<file path="src/rtl/pipepc_ras.sv">
// Program-counter register with stall-aware redirect capture and a circular
// return-address stack that predicts the target of returns.
module pipepc_ras #(
    parameter int               WIDTH     = 32,
    parameter logic [WIDTH-1:0] RESET_VEC = WIDTH'(32'h0000_0000),
    parameter logic [WIDTH-1:0] EXC_VEC   = WIDTH'(32'h0000_0008),
    parameter int               INC       = 4,
    parameter int               RAS_DEPTH = 4
) (
    input  logic             clk,
    input  logic             clr,
    input  logic             we,
    input  logic [WIDTH-1:0] npc,
    input  logic             redir,
    input  logic [WIDTH-1:0] redir_pc,
    input  logic             exc,
    input  logic             call,
    input  logic             ret,
    output logic [WIDTH-1:0] pc,
    output logic             redir_pend,
    output logic [WIDTH-1:0] ras_top,
    output logic             ras_empty,
    output logic             ras_full
);

    localparam int               PTR_W = (RAS_DEPTH > 1) ? $clog2(RAS_DEPTH) : 1;
    localparam int               CNT_W = PTR_W + 1;
    localparam logic [CNT_W-1:0] CNT_FULL = CNT_W'(RAS_DEPTH);
    localparam logic [WIDTH-1:0] INC_W = WIDTH'(INC);

    logic [WIDTH-1:0] pc_q, pc_d;
    logic             pend_q, pend_d;
    logic [WIDTH-1:0] pendPc_q, pendPc_d;
    logic [PTR_W-1:0] topIdx_q, topIdx_d;
    logic [CNT_W-1:0] cnt_q, cnt_d;
    logic [WIDTH-1:0] ras_q [RAS_DEPTH];

    logic             wrEn;
    logic [PTR_W-1:0] wrIdx;
    logic [WIDTH-1:0] wrData;
    logic [WIDTH-1:0] pcInc;
    logic             stackEmpty;
    logic             doPop;
    logic [WIDTH-1:0] topVal;

    assign pcInc      = pc_q + INC_W;
    assign stackEmpty = (cnt_q == '0);
    assign topVal     = stackEmpty ? '0 : ras_q[topIdx_q];
    assign doPop      = ret && !stackEmpty;

    // topIdx_q always names the newest entry; a push advances it first, so a
    // push while full lands on the oldest slot and overwrites it.
    always_comb begin
        pc_d     = pc_q;
        pend_d   = pend_q;
        pendPc_d = pendPc_q;
        topIdx_d = topIdx_q;
        cnt_d    = cnt_q;
        wrEn     = 1'b0;
        wrIdx    = topIdx_q;
        wrData   = pcInc;

        if (exc) begin
            pc_d   = EXC_VEC;
            pend_d = 1'b0;
        end else if (redir) begin
            if (we) begin
                pc_d   = redir_pc;
                pend_d = 1'b0;
            end else begin
                pend_d   = 1'b1;
                pendPc_d = redir_pc;
            end
        end else if (we) begin
            if (pend_q) begin
                pc_d   = pendPc_q;
                pend_d = 1'b0;
            end else begin
                pc_d = doPop ? topVal : npc;
                if (call && doPop) begin
                    wrEn  = 1'b1;
                    wrIdx = topIdx_q;
                end else if (call) begin
                    wrEn     = 1'b1;
                    wrIdx    = topIdx_q + PTR_W'(1);
                    topIdx_d = topIdx_q + PTR_W'(1);
                    if (cnt_q != CNT_FULL) begin
                        cnt_d = cnt_q + CNT_W'(1);
                    end
                end else if (doPop) begin
                    topIdx_d = topIdx_q - PTR_W'(1);
                    cnt_d    = cnt_q - CNT_W'(1);
                end
            end
        end
    end

    always_ff @(posedge clk or posedge clr) begin
        if (clr) begin
            pc_q     <= RESET_VEC;
            pend_q   <= 1'b0;
            pendPc_q <= '0;
            topIdx_q <= '0;
            cnt_q    <= '0;
        end else begin
            pc_q     <= pc_d;
            pend_q   <= pend_d;
            pendPc_q <= pendPc_d;
            topIdx_q <= topIdx_d;
            cnt_q    <= cnt_d;
        end
    end

    always_ff @(posedge clk or posedge clr) begin
        if (clr) begin
            for (int i = 0; i < RAS_DEPTH; i++) begin
                ras_q[i] <= '0;
            end
        end else if (wrEn) begin
            ras_q[wrIdx] <= wrData;
        end
    end

    assign pc         = pc_q;
    assign redir_pend = pend_q;
    assign ras_top    = topVal;
    assign ras_empty  = stackEmpty;
    assign ras_full   = (cnt_q == CNT_FULL);

endmodule

</file>
<file path="config.mk">
export PLATFORM = sky130hd
export DESIGN_NAME = pipepc_ras
export DESIGN_NICKNAME = d
export VERILOG_FILES = /design/src/rtl/pipepc_ras.sv
export SDC_FILE = /design/constraint.sdc
export NUM_CORES = 1
export LEC_CHECK = 0
export BUFFER_PORTS_ARGS = -buffer_cell sky130_fd_sc_hd__clkbuf_2
export CAP_MARGIN = 15
export CORE_MARGIN = 8
export CORE_UTILIZATION = 60
export CTS_BUF_LIST = sky130_fd_sc_hd__clkbuf_4
export CTS_CLUSTER_DIAMETER = 100
export CTS_CLUSTER_SIZE = 28
export DETAILED_ROUTE_END_ITERATION = 12
export GPL_TIMING_DRIVEN = 0
export PLACE_DENSITY = 0.84
export SLEW_MARGIN = 20
export SYNTH_ARGS = -nofsm -noshare
export SYNTH_HDL_FRONTEND = slang
export SYNTH_SLANG_ARGS = --single-unit
export TNS_END_PERCENT = 100
</file>
<file path="constraint.sdc">
create_clock -name clk -period 6.15 [get_ports clk]
set_input_delay 0.3075 -clock clk [delete_from_list [all_inputs] [get_ports clk]]
set_output_delay 0.3075 -clock clk [all_outputs]
set_load 0.03 [all_outputs]
</file>
### Yosys cells after proc, flatten, opt, wreduce, memory -nomap -nowiden

Index checks and enable logic that the tools add are counted.

* register bits: 198
* input bits: 71
* output and inout port bits: 67
* word-level logic and storage cells: 72

* $add $sub $neg: 5
* order comparisons: 3
* equal/unequal tests: 3
* multiplexer cells: 34
* bitwise logic cells: 7
* reduce and logical (&&, ||, !) cells: 11

Operators with widths (count)
* $mux 32: 10
* $bwmux 128: 1
* $bmux 32 s2: 1
* $demux 32 s2: 1
* $add 32x3->32 const B: 1
* $mux 2: 8
* $mux 1: 10
* $mux 3: 3
* $reduce_and 7->1: 1
* $ge 3x3->1 const B: 2
* $not 2->3: 2
* $reduce_and 6->1: 1
* $not 1->1: 5
* $reduce_bool 2->1: 2
* $add 3x1->3 const B: 1
* $eq 3x3->1 const B: 1
* $logic_and 1x1->1: 3
* $logic_not 3->1: 1
* $lt 3x1->1 const B: 1
* $ne 3x3->1 const B: 1
* $reduce_and 3->1: 1
* $reduce_bool 3->1: 1
* $sub 3x1->3 const B: 1
* $add 2x1->2 const B: 1
* other kinds (3): 3

### Logic depth before layout (Yosys ltp)

Gate-level depths: netlist of run 1.

* word-level depth: 15
* gate-level depth with buffers: 8
* gate-level depth less buffers: 6

### Worst setup path before layout of run 1

OpenSTA, ideal clock, no wires.

* path kind: register to register
* start point: reg pc_q[2], in the netlist pc[2]
* end point: reg ras_q[92] in the netlist's numbering
* library setup time: 0.134 ns
* data arrival time: 2.024 ns
* required time: 6.016 ns
* path slack: 3.992 ns
* cell stages (with the launch flop): 7
* path buffers: 0
* period minus slack after synthesis: 2.158 ns
* path through: dfrtp_1 ha_1 nand4_2 nor4_2 nand4_1 xor2_1 o21ai_0

* word-level cells in the longest chain between the ends: 2

Ends and longest elaborated chain
* start, declared: line 31 `logic [WIDTH-1:0] pc_q, pc_d;`
* start signal, assigned: line 106 `pc_q <= pc_d;`
* $add 32x3->32: line 46 `assign pcInc = pc_q + INC_W;`
* $bwmux 128: line 120 `ras_q[wrIdx] <= wrData;`
* end signal, assigned by index: line 120
* end, declared: line 36 `logic [WIDTH-1:0] ras_q [RAS_DEPTH];`

No other way between the ends.
A chain may end at the register's enable or synchronous reset.

### Worst setup path after layout of run 1

* start point: reg cnt_q[1]
* end point: out ras_top[15]

* word-level cells in the longest chain between the ends: 2

Ends and longest elaborated chain
* start, declared: line 35 `logic [CNT_W-1:0] cnt_q, cnt_d;`
* start signal, assigned: line 110 `cnt_q <= cnt_d;`
* $logic_not 3->1: line 47 `assign stackEmpty = (cnt_q == '0);`
* $mux 32: line 48 `assign topVal = stackEmpty ? '0 : ras_q[topIdx_q];`
* end, declared: line 21 `output logic [WIDTH-1:0] ras_top,`

No other way between the ends.

==> impl_summary.log, run 1 <==
[metrics] wire length after detailed routing: 28.14 mm
[metrics] count of flip-flops with a built-in enable after synthesis: 0
[metrics] net count of the mapped netlist: 931
[metrics] Overall Global Routing Usage: 28.49%
[metrics] maximum number of pins on one net before global-route repair: 103
[metrics] Worst Tran Pin Value: 0.9635 ns
[metrics] wire per inst: 22.00 um
[metrics] Sequential Area: 0.004955 mm2
[metrics] post-cts repair resize count: 0
[metrics] data arrival time at the worst-slack endpoint: 2.85 ns
[metrics] FF+latch count, synth: 198
[metrics] Clock Skew: 0.01812 ns
[metrics] critical register-to-register path startpoint: pc[2]
[metrics] Filler Cell Count: 1147
[metrics] achievable clock frequency: 316.9 MHz
[metrics] final clock period utilization by the worst path: 51.30%
[metrics] Mapped Area: 0.009588 mm2
[metrics] DRT iter0 DRCs: 945
[metrics] number of standard cells in the layout, taps in and fillers out: 1279
[metrics] post-route antenna net violation count: 0
[metrics] final count of negative-setup-slack endpoints: 0
[metrics] global route total overflow: 0
[metrics] Cell variety after synth: 46
[metrics] Worst Setup End Kind: output pin
[metrics] sequential-to-total area share from yosys stat: 51.68%
[metrics] Power per Cell Area: 441.9 mW/mm2
[metrics] final hold violation count: 0
[metrics] number of hold-repair buffers added at the cts stage: 35
[metrics] flop-to-flop setup slack: 3.32 ns
[metrics] endpoint of the worst hold path: pc[3]
[metrics] reg2reg end: ras_q[88]
[metrics] delay of the slowest cell on the worst path: 0.80 ns
[metrics] cell types with the largest area share after synthesis: sky130_fd_sc_hd__dfrtp_1, sky130_fd_sc_hd__mux4_2, sky130_fd_sc_hd__a21oi_1, sky130_fd_sc_hd__mux2_2, sky130_fd_sc_hd__nor2_1
[metrics] worst-case vdd ir drop: 325.4 uV
[metrics] DRC violation count after routing: 0
[metrics] largest fanout on the critical path: 10
[metrics] count of nets after finishing: 1122
[metrics] buffers added on ports: 136
[metrics] CTS root buf: sky130_fd_sc_hd__clkbuf_4
[metrics] pre-CTS setup slack: 3.522 ns
[metrics] top cell type by total area after synthesis: sky130_fd_sc_hd__dfrtp_1
[metrics] number of vias per cell: 6.230
[metrics] count of max-cap constraint violations: 0
[metrics] startpoint type of the worst setup path: register
[metrics] initial antenna violation count: 1
[metrics] insertion delay of the later-clocked pin in the worst-skew pair: 0.60 ns
[metrics] Min Clock Period, post-route: 3.155 ns
[metrics] post-synth top area share: 51.68%
[metrics] kind of critical path: reg2out
[metrics] synthesized instance count: 858
[metrics] number of primary I/O pins: 138
[metrics] cell with the biggest individual delay on the critical path: sky130_fd_sc_hd__nor3_1
[metrics] die area: 0.02028 mm2
[metrics] area of combinational cells with multiple inputs: 0.004310 mm2
[metrics] kind of cell adding the most delay to the critical path: simple AND/OR/NAND/NOR gates
[metrics] Max-Slew Margin vs Limit: 35.27%
[metrics] most common cell after layout, fill and taps aside: sky130_fd_sc_hd__dfrtp_1
[metrics] CTS clk-pin slew, worst paths: 0.15 ns
[metrics] final worst slack: 2.995 ns
[metrics] unrepaired setup endpoints after global routing: no
[metrics] total CTS buffers: 17
[metrics] class of the tightest hold or removal check: in2reg
[metrics] CTS tree: done
[metrics] share of flip-flops with an asynchronous set or reset after synthesis: 100.0%
[metrics] most used cells in the layout excluding fill and tap cells: sky130_fd_sc_hd__dfrtp_1, sky130_fd_sc_hd__clkbuf_2, sky130_fd_sc_hd__a21oi_1
[metrics] number of iterations in the first detailed-routing pass: 5
[metrics] share of final-layout standard cells stronger than drive strength 1: 27.12%
[metrics] Site Rows: 46
[metrics] count of warnings emitted by yosys: 0
[metrics] weighted congestion reported at the end of routability-driven placement: 0.8646
[metrics] Setup Buffers After CTS: 0
[metrics] status: complete, no violations
[metrics] Crit path required time: 5.84 ns
[metrics] list of cells traversed by the critical path: nor3_1, clkbuf_1, nor2b_1, clkbuf_2
[metrics] number of global-route vias before repair: 8329
[metrics] wire length of the first global-routing pass: 44.28 mm
[metrics] sink count of the clock tree: 198
[metrics] syn_area_per_cell: 11.17 um2
[metrics] initial standard-cell utilization of the core: 60.80%
[metrics] number of placed cells counting well taps: 1211
[metrics] height of the chip: 142.4 um
[metrics] number of buffers and inverters on the critical path: 2
[metrics] overall die width: 142.4 um
[metrics] maximum buffer depth of the clock tree: 2
[metrics] standby leakage power: 5.304 nW
[metrics] layout overhead on the synthesized area: 16.59%
[metrics] cell count of the worst hold path: 3
[metrics] CTS H-tree lvls: 4
[metrics] origin of the worst min-delay path: exc
[metrics] core outline area: 0.01577 mm2
[metrics] worst reg2reg path depth: 6
[metrics] HPWL after detailed placement: 19.29 mm
[metrics] Main synth FF type: sky130_fd_sc_hd__dfrtp_1
[metrics] count of vias placed by the detailed router: 7968
[metrics] count of final max-slew check failures: 0
through the flow:
stage                     hold WS (ns)  area (um2)  util [%]  setup TNS [ns]  total power, mW
after global placement          0.4576       10540     66.83         -326.32            4.163
after CTS                      0.03882       11180     70.87               0            4.915
after detailed placement        0.4691       10570     67.05               0            4.251
after global routing           0.05948       11180     70.88               0            5.209
final                          0.05948       11180     70.88               0            4.940
after floorplan                 0.3783        9588         -               0            3.617
registers in the layout, summed over array words and instances, names as in the netlist:
signal and flops:
cnt_q 3, pendPc_q 32, ras_q 128, pc 32, topIdx_q 2, redir_pend 1
final cells by class:
class / instances / area share, %
sequential: 198 / 44.33
multi-input combinational: 588 / 38.56
timing repair buffer: 172 / 9.470
buffer: 65 / 2.653
tap: 216 / 2.418
clock buffer: 18 / 1.209
clock inverter: 14 / 1.041
inverter: 7 / 0.3022
antenna: 1 / 0.02239
routing by layer:
metal  vias up  wire length (um)  track usage (%)
li1       3468                 -                -
met1      3964             10770            35.06
met2       451             13610            45.48
met3        85              2693            7.716
met4         0              1066            14.71
met5         -                 0                0
tightest hold or removal path, delay by kind of cell:
kind	cells	cell delay, ns
buffers and inverters	1	0.14
AOI/OAI and AO/OA	1	0.11
and+or+nand+nor	1	0.07
synthesized netlist by cell type, types with 2 or more instances:
library cell	number
sky130_fd_sc_hd__nor4_2	2
sky130_fd_sc_hd__a21oi_1	119
sky130_fd_sc_hd__buf_4	2
sky130_fd_sc_hd__nand4_2	2
sky130_fd_sc_hd__xor2_1	17
sky130_fd_sc_hd__nor3_2	4
sky130_fd_sc_hd__o21ai_0	25
sky130_fd_sc_hd__mux2_1	2
sky130_fd_sc_hd__mux4_2	32
sky130_fd_sc_hd__o22ai_2	2
sky130_fd_sc_hd__buf_2	29
sky130_fd_sc_hd__o221ai_1	31
sky130_fd_sc_hd__and4_1	4
sky130_fd_sc_hd__nor3_1	11
sky130_fd_sc_hd__nand3_1	12
sky130_fd_sc_hd__nand2_1	40
sky130_fd_sc_hd__mux2_2	44
sky130_fd_sc_hd__nor2_1	96
sky130_fd_sc_hd__nand4_1	6
sky130_fd_sc_hd__a21o_1	31
sky130_fd_sc_hd__xnor2_1	16
sky130_fd_sc_hd__o21ai_1	7
sky130_fd_sc_hd__and3_1	4
sky130_fd_sc_hd__inv_1	7
sky130_fd_sc_hd__nor2b_1	34
sky130_fd_sc_hd__dfrtp_1	198
sky130_fd_sc_hd__clkbuf_1	31
sky130_fd_sc_hd__nand4b_1	2
sky130_fd_sc_hd__mux2i_1	31
cell families (layout without fill, tap and decap cells):
family / after synthesis / in the layout / synth area share [%]
and+or+nand+nor: 225 / 225 / 11.69
muxes: 109 / 109 / 16.16
other: 0 / 1 / 0
AOI/OAI and AO/OA: 219 / 219 / 13.75
adders and majority gates: 2 / 2 / 0.3393
DFF: 198 / 198 / 51.68
buffers and inverters: 72 / 276 / 3.367
xor gates and xnor gates: 33 / 33 / 3.014
where the power goes:
group | internal, mW | total, mW | leakage, nW | switching, mW
clock network | 0.234 | 0.663 | 0.143 | 0.429
logic | 0.916 | 2.23 | 2.65 | 1.31
registers | 1.75 | 2.05 | 2.51 | 0.294
worst max path at each step:
stage          depth (start not counted)  slack, ns  startpoint          end
5_1_grt                                4       2.79    cnt_q[1]  ras_top[15]
3_3_place_gp                           2      -1.66         clr       pc[19]
2_1_floorplan                          1       0.45         clr     cnt_q[0]
6_report                               4       2.99    cnt_q[1]  ras_top[15]
3_5_place_dp                           6       3.52       pc[2]    ras_q[92]
4_1_cts                                4       2.99    cnt_q[1]  ras_top[20]
(Power assumes the default switching activity.)
==> run 2: changes to the inputs <==
Settings changed: ABC_AREA set to 1, PLACE_DENSITY 0.84 to 0.83.
Clock period 6.15 ns to 3.27 ns, I/O delays scaled along.
==> run 2 against run 1 <==
Net effect: sequential cell count did not move; synthesized cell count increased by 71%; combinational power up 83%; clock-buffer cell count shrank 1; critical path depth up 4.
==> impl_summary.log, run 2 <==
[metrics] list of cells traversed by the critical path: inv_1, clkbuf_1, clkbuf_1, nand2_1, nand3_1, nand2_1, nor2_1, clkbuf_2
[metrics] standby leakage power: 6.370 nW
[metrics] HPWL after detailed placement: 26.06 mm
[metrics] largest register by flop count: ras_q
[metrics] count of vias placed by the detailed router: 11310
[metrics] most used cells in the layout excluding fill and tap cells: sky130_fd_sc_hd__nand2_1, sky130_fd_sc_hd__dfrtp_1, sky130_fd_sc_hd__nand3_1
[metrics] Main synth FF type: sky130_fd_sc_hd__dfrtp_1
[metrics] Mapped Area: 0.01044 mm2
[metrics] net count of the mapped netlist: 1539
[metrics] top cell type by total area after synthesis: sky130_fd_sc_hd__dfrtp_1
[metrics] Clock Skew: 0.02617 ns
[metrics] number of standard cells in the layout, taps in and fillers out: 1937
[metrics] startpoint type of the worst setup path: register
[metrics] Commonest cells post-synth: sky130_fd_sc_hd__nand2_1, sky130_fd_sc_hd__dfrtp_1, sky130_fd_sc_hd__nand3_1
[metrics] post-cts repair resize count: 0
[metrics] number of global-route vias before repair: 10890
[metrics] Cell variety after synth: 27
[metrics] Worst Setup End Kind: output pin
[metrics] post-route antenna net violation count: 0
[metrics] number of primary I/O pins: 138
[metrics] wire per inst: 18.67 um
[metrics] most common cell after layout, fill and taps aside: sky130_fd_sc_hd__nand2_1
[metrics] overall die width: 147.9 um
[metrics] syn_area_per_cell: 7.120 um2
[metrics] worst reg2reg path depth: 10
[metrics] Power per Cell Area: 703.5 mW/mm2
[metrics] count of flip-flops with a built-in enable after synthesis: 0
[metrics] core outline area: 0.01718 mm2
[metrics] wire length of the first global-routing pass: 57.20 mm
[metrics] buffers added on ports: 137
[metrics] count of max-cap constraint violations: 0
[metrics] achievable clock frequency: 327.2 MHz
[metrics] maximum number of pins on one net before global-route repair: 35
[metrics] area of all placed cells without fillers: 0.01253 mm2
[metrics] max FFs per register: 128
[metrics] Setup Buffers After CTS: 0
[metrics] post-synth top area share: 47.47%
[metrics] cell count of the worst hold path: 4
[metrics] critical register-to-register path startpoint: topIdx_q[0]
[metrics] DRT iter0 DRCs: 1280
[metrics] insertion delay of the later-clocked pin in the worst-skew pair: 0.60 ns
[metrics] Site Rows: 48
[metrics] cell with the biggest individual delay on the critical path: sky130_fd_sc_hd__clkbuf_1
[metrics] kind of critical path: reg2out
[metrics] class of the tightest hold or removal check: in2reg
[metrics] Filler Cell Count: 1369
[metrics] total CTS buffers: 17
[metrics] status: complete, no violations
[metrics] endpoint of the worst hold path: cnt_q[0]
[metrics] count of warnings emitted by yosys: 0
[metrics] Min Clock Period, post-route: 3.056 ns
[metrics] Sequential Area: 0.004955 mm2
[metrics] reg2reg end: pc[7]
[metrics] sink count of the clock tree: 198
[metrics] unrepaired setup endpoints after global routing: no
[metrics] initial antenna violation count: 2
[metrics] maximum buffer depth of the clock tree: 2
[metrics] origin of the worst min-delay path: call
[metrics] largest fanout on the critical path: 10
[metrics] CTS root buf: sky130_fd_sc_hd__clkbuf_4
[metrics] wire length after detailed routing: 36.16 mm
[metrics] flop-to-flop setup slack: 0.46 ns
[metrics] count of final max-slew check failures: 0
[metrics] share of final-layout standard cells stronger than drive strength 1: 12.28%
[metrics] Crit path required time: 3.11 ns
[metrics] worst-case vdd ir drop: 426.3 uV
[metrics] final hold violation count: 0
[metrics] final clock period utilization by the worst path: 93.46%
[metrics] final count of negative-setup-slack endpoints: 0
[metrics] delay of the slowest cell on the worst path: 0.51 ns
[metrics] share of flip-flops with an asynchronous set or reset after synthesis: 100.0%
[metrics] final-layout setup total negative slack: 0 ns
[metrics] number of placed cells counting well taps: 1834
[metrics] CTS H-tree lvls: 4
[metrics] die area: 0.02187 mm2
[metrics] DRC violation count after routing: 0
[metrics] global route total overflow: 0
[metrics] initial standard-cell utilization of the core: 60.77%
[metrics] count of nets after finishing: 1772
[metrics] synthesized instance count: 1466
[metrics] data arrival time at the worst-slack endpoint: 2.89 ns
[metrics] weighted congestion reported at the end of routability-driven placement: 0.9588
[metrics] Overall Global Routing Usage: 33.46%
[metrics] most common cell in the netlist: sky130_fd_sc_hd__nand2_1
[metrics] number of iterations in the first detailed-routing pass: 8
[metrics] Max-Slew Margin vs Limit: 50.82%
[metrics] number of vias per cell: 5.840
[metrics] CP startpoint: topIdx_q[0]
[metrics] CTS tree: done
[metrics] CTS clk-pin slew, worst paths: 0.13 ns
[metrics] cell types with the largest area share after synthesis: sky130_fd_sc_hd__dfrtp_1, sky130_fd_sc_hd__nand2_1, sky130_fd_sc_hd__nand3_1, sky130_fd_sc_hd__o21ai_0, sky130_fd_sc_hd__nor2_1
[metrics] worst hold margin: 0.06307 ns
[metrics] height of the chip: 147.9 um
[metrics] Worst Tran Pin Value: 0.7377 ns
[metrics] DP Area: 0.01153 mm2
[metrics] FF+latch count, synth: 198
[metrics] area of combinational cells with multiple inputs: 0.004752 mm2
[metrics] layout overhead on the synthesized area: 20.01%
[metrics] sequential-to-total area share from yosys stat: 47.47%
-- run 2: cell count changes after synthesis, moves of 32 or more --
cell / delta
sky130_fd_sc_hd__nand2_1: +537
sky130_fd_sc_hd__nand3_1: +134
sky130_fd_sc_hd__o21ai_0: +104
sky130_fd_sc_hd__inv_1: +85
sky130_fd_sc_hd__a21oi_1: -48
sky130_fd_sc_hd__mux2_2: -43
sky130_fd_sc_hd__nor2b_1: -34
sky130_fd_sc_hd__mux4_2: -32
-- run 2: kinds of logic (layout without fill, tap and decap cells) --
logic type               after synthesis  in the layout  share of synthesized area, %
adder cells (fa/ha/maj)                2              2                        0.3117
AO/OA/AOI/OAI                        214            214                         10.69
multiplexers                           1              1                        0.1079
other                                  0              2                             0
XOR/XNOR                              19             19                         1.594
AND/OR/NAND/NOR                      852            852                         32.82
buffers and inverters                180            424                         7.001
flip-flops                           198            198                         47.47
-- run 2: per-stage QoR --
stage / utilization [%] / power (mW) / worst slack, ns
2_1_floorplan: - / 5.903 / 0.5461
3_3_place_gp: 66.42 / 7.179 / -0.6236
3_5_place_dp: 67.12 / 7.282 / 0.8462
4_1_cts: 72.89 / 8.678 / 0.2371
5_1_grt: 72.92 / 9.276 / 0.07543
6_report: 72.92 / 8.812 / 0.2139
-- run 2: worst max-delay path, delay by kind of cell, from the launching register on --
family,cells,cell delay [ns]
buffers and inverters,4,1.26
AND/OR/NAND/NOR,4,0.58
flip-flops,1,0.46
-- run 2: report_power, final --
part,leakage [nW],switching [mW],total [mW],internal (mW)
registers,2.60,0.365,3.37,3.00
logic,3.62,3.00,4.08,1.09
clock network,0.149,0.844,1.36,0.520
-- run 2: layout make-up --
| cell class | instances | share of cell area (%) |
|---|---|---|
| Antenna cell | 2 | 0.03996 |
| Buffer | 85 | 2.987 |
| Clock buffer | 17 | 1.019 |
| Clock inverter | 13 | 1.229 |
| Inverter | 95 | 2.877 |
| Multi-Input combinational cell | 1088 | 37.94 |
| Sequential cell | 198 | 39.56 |
| Tap cell | 225 | 2.248 |
| Timing Repair Buffer | 214 | 12.11 |
-- run 2: worst max-delay path by stage --
stage / to / depth (start not counted)
4_1_cts: ras_top[14] / 8
6_report: ras_top[14] / 8
2_1_floorplan: cnt_q[0] / 1
3_5_place_dp: ras_q[75] / 8
3_3_place_gp: pendPc_q[25] / 2
5_1_grt: ras_top[14] / 8
-- run 2: repair_timing --
item / in CTS / in global routing
endpoints found under the setup margin: 0 / 0
hold endpoints to repair: 131 / 0
hold buffers: 71 / 0
-- run 2: routing by layer --
metal	routed length, um	global-route usage [%]	up-vias
li1	-	-	5138
met1	13550	42.26	5273
met2	16860	52.87	768
met3	4202	8.591	134
met4	1553	16.11	0
met5	0	0	-
